$ cat config.mk
export PLATFORM = sky130hd
export DESIGN_NAME = fpu_op_scheduler
export DESIGN_NICKNAME = d
export VERILOG_FILES = /design/src/rtl/fpu_op_scheduler.sv
export SDC_FILE = /design/constraint.sdc
export NUM_CORES = 1
export LEC_CHECK = 0
export BUFFER_PORTS_ARGS = -buffer_cell sky130_fd_sc_hd__buf_2
export CORE_MARGIN = 2
export CORE_UTILIZATION = 39
export CTS_BUF_LIST = sky130_fd_sc_hd__clkbuf_4
export DETAILED_ROUTE_END_ITERATION = 10
export HOLD_SLACK_MARGIN = 0.03
export PLACE_DENSITY = 0.73
export SLEW_MARGIN = 20
export SYNTH_ARGS = -nofsm -noshare
export SYNTH_HDL_FRONTEND = slang
export SYNTH_SLANG_ARGS = --single-unit
$ cat constraint.sdc
create_clock -name S_AXI_ACLK -period 1.85 [get_ports S_AXI_ACLK]
set_clock_uncertainty 0.1 [all_clocks]
set_input_delay 0.185 -clock S_AXI_ACLK [delete_from_list [all_inputs] [get_ports S_AXI_ACLK]]
set_output_delay 0.185 -clock S_AXI_ACLK [all_outputs]
set_load 0.02 [all_outputs]
$ cat src/rtl/fpu_op_scheduler.sv
// Round-robin scheduler sharing one combinational FPU between NUM_REQ requesters.
// Define FPU_SCHED_FLAGS_EN to register {nan, inf, zero, subnormal} result flags.
module fpu_op_scheduler #(
    parameter int NUM_REQ = 2,
    parameter int LAT     = 2,
    localparam int IDW    = (NUM_REQ > 1) ? $clog2(NUM_REQ) : 1
) (
    input  logic                    S_AXI_ACLK,
    input  logic                    S_AXI_ARESETN,
    input  logic [NUM_REQ-1:0]      req_valid,
    output logic [NUM_REQ-1:0]      req_ready,
    input  logic [2*NUM_REQ-1:0]    req_op,
    input  logic [32*NUM_REQ-1:0]   req_a,
    input  logic [32*NUM_REQ-1:0]   req_b,
    output logic [1:0]              fpu_op,
    output logic [31:0]             fpu_a,
    output logic [31:0]             fpu_b,
    input  logic [31:0]             fpu_result,
    output logic                    rsp_valid,
    input  logic                    rsp_ready,
    output logic [31:0]             rsp_data,
    output logic [IDW-1:0]          rsp_id,
    output logic [3:0]              rsp_flags,
    output logic                    busy
);

    localparam int CW = (LAT > 1) ? $clog2(LAT) : 1;

    typedef enum logic [1:0] {
        IDLE,
        EXEC,
        RESP
    } state_e;

    state_e         state_q;
    logic [IDW-1:0] ptr_q;
    logic [IDW-1:0] ptr_d;
    logic [CW-1:0]  cnt_q;
    logic [IDW-1:0] grant;
    logic           found;
    logic [1:0]     sel_op;
    logic [31:0]    sel_a;
    logic [31:0]    sel_b;

    // Rotating priority search starting at ptr_q
    always_comb begin
        logic [IDW:0] sum;
        grant = '0;
        found = 1'b0;
        sum   = '0;
        for (int i = 0; i < NUM_REQ; i++) begin
            sum = {1'b0, ptr_q} + (IDW+1)'(i);
            if (sum >= (IDW+1)'(NUM_REQ)) begin
                sum = sum - (IDW+1)'(NUM_REQ);
            end
            if (!found && req_valid[sum[IDW-1:0]]) begin
                found = 1'b1;
                grant = sum[IDW-1:0];
            end
        end
    end

    always_comb begin
        sel_op = '0;
        sel_a  = '0;
        sel_b  = '0;
        for (int i = 0; i < NUM_REQ; i++) begin
            if (grant == IDW'(i)) begin
                sel_op = req_op[2*i +: 2];
                sel_a  = req_a[32*i +: 32];
                sel_b  = req_b[32*i +: 32];
            end
        end
    end

    always_comb begin
        ptr_d = grant + IDW'(1);
        if (grant == IDW'(NUM_REQ - 1)) begin
            ptr_d = '0;
        end
    end

    always_comb begin
        req_ready = '0;
        if (S_AXI_ARESETN && state_q == IDLE && found) begin
            req_ready = NUM_REQ'(1) << grant;
        end
    end

    assign busy = (state_q != IDLE);

    always_ff @(posedge S_AXI_ACLK or negedge S_AXI_ARESETN) begin
        if (!S_AXI_ARESETN) begin
            state_q   <= IDLE;
            ptr_q     <= '0;
            cnt_q     <= '0;
            fpu_op    <= '0;
            fpu_a     <= '0;
            fpu_b     <= '0;
            rsp_valid <= 1'b0;
            rsp_data  <= '0;
            rsp_id    <= '0;
        end else begin
            unique case (state_q)
                IDLE: begin
                    if (found) begin
                        fpu_op  <= sel_op;
                        fpu_a   <= sel_a;
                        fpu_b   <= sel_b;
                        rsp_id  <= grant;
                        ptr_q   <= ptr_d;
                        cnt_q   <= CW'(LAT - 1);
                        state_q <= EXEC;
                    end
                end
                EXEC: begin
                    if (cnt_q == '0) begin
                        rsp_data  <= fpu_result;
                        rsp_valid <= 1'b1;
                        state_q   <= RESP;
                    end else begin
                        cnt_q <= cnt_q - CW'(1);
                    end
                end
                RESP: begin
                    if (rsp_ready) begin
                        rsp_valid <= 1'b0;
                        state_q   <= IDLE;
                    end
                end
                default: state_q <= IDLE;
            endcase
        end
    end

`ifdef FPU_SCHED_FLAGS_EN
    logic [3:0] flags_d;

    always_comb begin
        logic exp_ones;
        logic exp_zero;
        logic man_zero;
        exp_ones = (fpu_result[30:23] == 8'hFF);
        exp_zero = (fpu_result[30:23] == 8'h00);
        man_zero = (fpu_result[22:0] == 23'd0);
        flags_d  = {exp_ones & ~man_zero, exp_ones & man_zero,
                    exp_zero & man_zero, exp_zero & ~man_zero};
    end

    always_ff @(posedge S_AXI_ACLK or negedge S_AXI_ARESETN) begin
        if (!S_AXI_ARESETN) begin
            rsp_flags <= '0;
        end else if (state_q == EXEC && cnt_q == '0) begin
            rsp_flags <= flags_d;
        end
    end
`else
    assign rsp_flags = 4'b0000;
`endif

endmodule
==> results of run 1 <==
per-stage QoR:
stage | setup WS (ns) | hold slack [ns] | util
floorplan | 0.171 | -0.211 | -
global placement | 0.248 | -0.103 | 0.539
detailed placement | 0.171 | -0.105 | 0.539
logic make-up after synthesis:
group / share of synthesized area
AO/OA/AOI/OAI: 0.271
multiplexers: 0.0811
flip-flops: 0.586
AND/OR/NAND/NOR: 0.0155
other: 0.000844
buffers and inverters: 0.0459
==> results.rst, run 1 <==
.. list-table::
   :header-rows: 1

   * - Metric
     - Value
   * - Total I/O pin count
     - 276
   * - CTS H-tree depth
     - 3
   * - Number of enable flip-flop cells after synthesis
     - 0
   * - Most frequent cells after synthesis
     - sky130_fd_sc_hd__dfrtp_1 (104), sky130_fd_sc_hd__a221o_1 (66), sky130_fd_sc_hd__o21a_1 (66)
   * - CTS-repair resized insts
     - 6
   * - Deepest clock path buffer count
     - 2
   * - Placed cell count
     - between 700 and 800
   * - Exit stage
     - clock tree synthesis
   * - Proportion of synthesized chip area in sequential cells
     - 0.586
   * - Leading cell types by total area after synthesis
     - sky130_fd_sc_hd__dfrtp_1 (59%), sky130_fd_sc_hd__a221o_1 (15%), sky130_fd_sc_hd__o21a_1 (11%)
   * - Die Width
     - roughly 110 um
   * - Cts bufs inserted
     - 9
   * - Yosys warning count
     - 0
   * - Number of setup buffers added after CTS
     - 2
   * - Result of the run
     - aborted with a tool error
   * - Cell at the root of the clock tree
     - sky130_fd_sc_hd__clkbuf_4
   * - Total of flip-flops plus latches after synthesis
     - 104
   * - Top-area cell type share of the netlist area
     - 0.586
   * - Number of unique standard cell types used by synthesis
     - 20
   * - Detailed Place HPWL
     - between 9000 and 10000 um
   * - Total standard cell area after synthesis
     - 0.00444 mm2
   * - Placed Instance Area
     - ~0.0059 mm2
   * - Count of buffers inserted at the top-level ports
     - around 270
   * - Placer Congestion
     - 0.833
   * - Count leader, synth
     - sky130_fd_sc_hd__dfrtp_1
   * - Mean instance size in the synthesized netlist
     - 13.5 um2
   * - Area leader, netlist
     - sky130_fd_sc_hd__dfrtp_1
   * - Number of instances in the synthesized netlist
     - 330
   * - Die height
     - 111 um
   * - Main flop type after synthesis
     - sky130_fd_sc_hd__dfrtp_1
   * - Sinks on the clock net
     - roughly 100
   * - Effective utilization at floorplan
     - 0.405
   * - Err
     - [ERROR RSZ-0060] Max buffer count reached.
   * - Placement Rows
     - 38
   * - Number of hold buffers added after CTS
     - 148
   * - Fraction of registers with async set or reset after synthesis
     - 1.00
==> inputs of run 2 (changes only) <==
--- a/config.mk
+++ b/config.mk
@@ -7,11 +7,9 @@
 export LEC_CHECK = 0
 export BUFFER_PORTS_ARGS = -buffer_cell sky130_fd_sc_hd__buf_2
 export CORE_MARGIN = 2
-export CORE_UTILIZATION = 39
-export CTS_BUF_LIST = sky130_fd_sc_hd__clkbuf_4
+export CORE_UTILIZATION = 24
 export DETAILED_ROUTE_END_ITERATION = 10
-export HOLD_SLACK_MARGIN = 0.03
-export PLACE_DENSITY = 0.73
+export PLACE_DENSITY_LB_ADDON = 0.15
 export SLEW_MARGIN = 20
 export SYNTH_ARGS = -nofsm -noshare
 export SYNTH_HDL_FRONTEND = slang
==> results.rst, run 2 <==
.. list-table::
   :header-rows: 1

   * - Metric
     - Value
   * - Number of setup buffers added after CTS
     - 0
   * - Final Hold Fails
     - 0
   * - Number of instances in the synthesized netlist
     - 330
   * - RSZ-0062 raised after global routing
     - no
   * - Result of the run
     - finished with violations
   * - Vias in the first global route
     - between 5000 and 6000
   * - Worst path required time
     - 1.56 ns
   * - Number of pins exceeding their max-slew limit in the final report
     - 0
   * - Final worst-path cycle share
     - 0.951
   * - Total wire length
     - ~16000 um
   * - Filler instances
     - 1651
   * - Standard cell core area
     - about 0.018 mm2
   * - Kind of cell with the highest combined delay on the critical path
     - simple AND/OR/NAND/NOR gates
   * - Number of unique standard cell types used by synthesis
     - 20
   * - Summed negative setup slack over all endpoints
     - 0 ns
   * - Kind of launch point of the worst setup path
     - flip-flop
   * - Die height
     - approximately 140 um
   * - Total of flip-flops plus latches after synthesis
     - ~100
   * - Proportion of synthesized chip area in sequential cells
     - 0.586
   * - Count of vias placed by the detailed router
     - between 4000 and 5000
   * - Areal power density over the cells
     - between 1500 and 2000 mW/mm2
   * - Average vias per placed instance
     - 4.60
   * - Kind of critical path
     - reg2out
   * - Deepest clock path buffer count
     - 2
   * - Slowest cell on the critical path
     - sky130_fd_sc_hd__dfrtp_1
   * - Headroom to the max-slew limit
     - 0.312
   * - IR drop worst, VDD
     - around 0.65 mV
   * - TritonCTS clock tree
     - built
   * - Number of iterations in the first detailed-routing pass
     - 8
   * - Most frequent cells after synthesis
     - sky130_fd_sc_hd__dfrtp_1 (104), sky130_fd_sc_hd__a221o_1 (66), sky130_fd_sc_hd__o21a_1 (66)
   * - Most common library cell in the layout ignoring fill and taps
     - sky130_fd_sc_hd__buf_2
   * - CP Data Arrival Time
     - about 1.5 ns
   * - Total I/O pin count
     - between 200 and 300
   * - Number of enable flip-flop cells after synthesis
     - 0
   * - Fraction of registers with async set or reset after synthesis
     - 1.00
   * - Cell at the root of the clock tree
     - sky130_fd_sc_hd__clkbuf_16
   * - Antenna violations before repair
     - 0
   * - Final min period
     - about 1.8 ns
   * - Cell breakdown of the critical path
     - nor2_4 -> and3_2 -> and2_1 -> buf_2
   * - Detailed Place HPWL
     - 10200 um
   * - Largest registers
     - fpu_a (32), fpu_b (32), rsp_data (32)
   * - Count of buffers inserted at the top-level ports
     - roughly 270
   * - Yosys warning count
     - 0
   * - Area leader, netlist
     - sky130_fd_sc_hd__dfrtp_1
   * - Effective utilization at floorplan
     - 0.246
   * - Number of remaining DRC errors
     - 34
   * - Actual slew at the worst max-slew pin
     - a little over 1 ns
   * - Path category of the worst min-delay check
     - in2reg
   * - DRC violation total after the first TritonRoute iteration
     - roughly 160
   * - Most frequent cells in the layout
     - sky130_fd_sc_hd__buf_2 (270), sky130_fd_sc_hd__dlygate4sd3_1 (165), sky130_fd_sc_hd__dfrtp_1 (104), sky130_fd_sc_hd__o21a_1 (66), sky130_fd_sc_hd__a221o_1 (66)
   * - Leakage Power
     - just under 0.004 uW
   * - Clock transition at the registers of the reported paths
     - approximately 0.07 ns
   * - Global-route wire length before repair
     - about 25000 um
   * - Total standard cell area after synthesis
     - roughly 0.0044 mm2
   * - Sequential Area
     - 0.00260 mm2
   * - CTS H-tree depth
     - 3
   * - Worst path bufs/invs
     - 1
   * - Fin util
     - 0.444
   * - Tightest hold margin
     - around 0.035 ns
   * - Combined area of the multi-input logic cells
     - roughly 0.0017 mm2
   * - Violated checks
     - design-rule violations
   * - Placer Congestion
     - about 0.75
   * - Gr ovfl total
     - 0
   * - Mean instance size in the synthesized netlist
     - 13.5 um2
   * - Remaining antenna violation count
     - 0
   * - Leading cell types by total area after synthesis
     - sky130_fd_sc_hd__dfrtp_1 (59%), sky130_fd_sc_hd__a221o_1 (15%), sky130_fd_sc_hd__o21a_1 (11%)
   * - Top-area cell type share of the netlist area
     - 0.586
   * - Routed wire length per instance
     - roughly 16 um
   * - Number of endpoints failing setup at the final stage
     - 0
   * - Overall die area
     - 0.0196 mm2
   * - Power after layout
     - ~12000 uW
   * - CP peak stage delay
     - between 0.4 and 0.5 ns
   * - Max Clock Freq
     - between 500 and 600 MHz
   * - Clock network latency to the later pin of the worst-skew pair
     - 0.35 ns
   * - Number of nets in the finished design
     - approximately 920
   * - Max-cap violation count
     - 0
   * - Pin count of the biggest net entering global routing
     - 83
   * - Crit Path Max Fanout
     - 4
   * - Global Route Usage Sum
     - 0.163
   * - Main flop type after synthesis
     - sky130_fd_sc_hd__dfrtp_1
   * - Die Width
     - 140 um
   * - Critical path endpoint category
     - output port
   * - Layout cells sized above 1
     - 0.443
   * - Sinks on the clock net
     - 104
   * - Area overhead of the layout relative to synthesis
     - 80.6%
   * - Count leader, synth
     - sky130_fd_sc_hd__dfrtp_1
   * - Cts bufs inserted
     - 9
   * - Placement Rows
     - just under 50
[run 2: cell counts after synthesis]
No cell type changed its count.
[run 2: layer usage]
layer | part of all wire | GRT usage | wire (um)
met4 | 0.025 | 0.0712 | 404
met5 | 0 | 0 | 0
met1 | 0.41 | 0.189 | 6550
met2 | 0.51 | 0.295 | 8170
met3 | 0.054 | 0.0291 | 865
[run 2: through the flow]
step / cells / instance area [um2] / setup WS, ns
global placement: 808 / 6070 / -0.0649
global route: 989 / 8020 / 0.0159
finish: 990 / 8030 / 0.0909
CTS: 989 / 8020 / 0.0455
detailed placement: 808 / 6070 / -0.103
floorplan: 333 / 4450 / 0.171
[run 2: report_power, final]
| group | switching (uW) | internal [uW] | leakage [uW] | total (uW) |
|---|---|---|---|---|
| Combinational | 3410 | 2820 | 0.00246 | 6230 |
| Sequential | 587 | 3400 | 0.00126 | 3990 |
| Clock | 895 | 1050 | 0.000150 | 1950 |
| Total | 4890 | 7270 | 0.00387 | 12200 |
[run 2: final cells by class]
| cell class | instances | area share |
|---|---|---|
| clock inverter | 7 | 0.00889 |
| antenna | 1 | 0.000312 |
| inverter | 3 | 0.00140 |
| timing repair buffer | 448 | 0.394 |
| sequential | 104 | 0.324 |
| clock buffer | 9 | 0.0281 |
| multi-input combinational | 189 | 0.207 |
| tap | 229 | 0.0357 |
[run 2: cell families after synthesis]
family                 Yosys count  synth area share
muxes                           32            0.0811
DFF                            104             0.586
AOI/OAI and AO/OA              140             0.271
buffers and inverters           40            0.0459
and+or+nand+nor                 13            0.0155
other                            1          0.000844
[run 2: what timing repair did]
action / 4_1_cts / 5_1_grt
resized for setup: 0 / 1
setup endpoints to repair: 0 / 2
hold buffers: 165 / 0
endpoints found under the hold margin: 120 / 0
[run 2: worst min-delay path, delay by kind of cell]
family,cells,cell delay (ns)
AO/OA/AOI/OAI,2,0.11
buffers and inverters,2,0.14
[run 2: path summary, 6_finish.rpt]
check	startpoint	to	slack (ns)	depth (start not counted)
max	state_q[1]	req_ready[0]	0.09	4
min in group asynchronous	S_AXI_ARESETN	rsp_data[17]	0.24	2
max reg2reg	state_q[0]	fpu_b[18]	0.25	4
min	rsp_ready	rsp_valid	0.03	4
min reg2reg	rsp_id	rsp_id	0.38	1
max in group asynchronous	S_AXI_ARESETN	fpu_b[3]	0.60	3
Power figures use the tool's default switching activity.
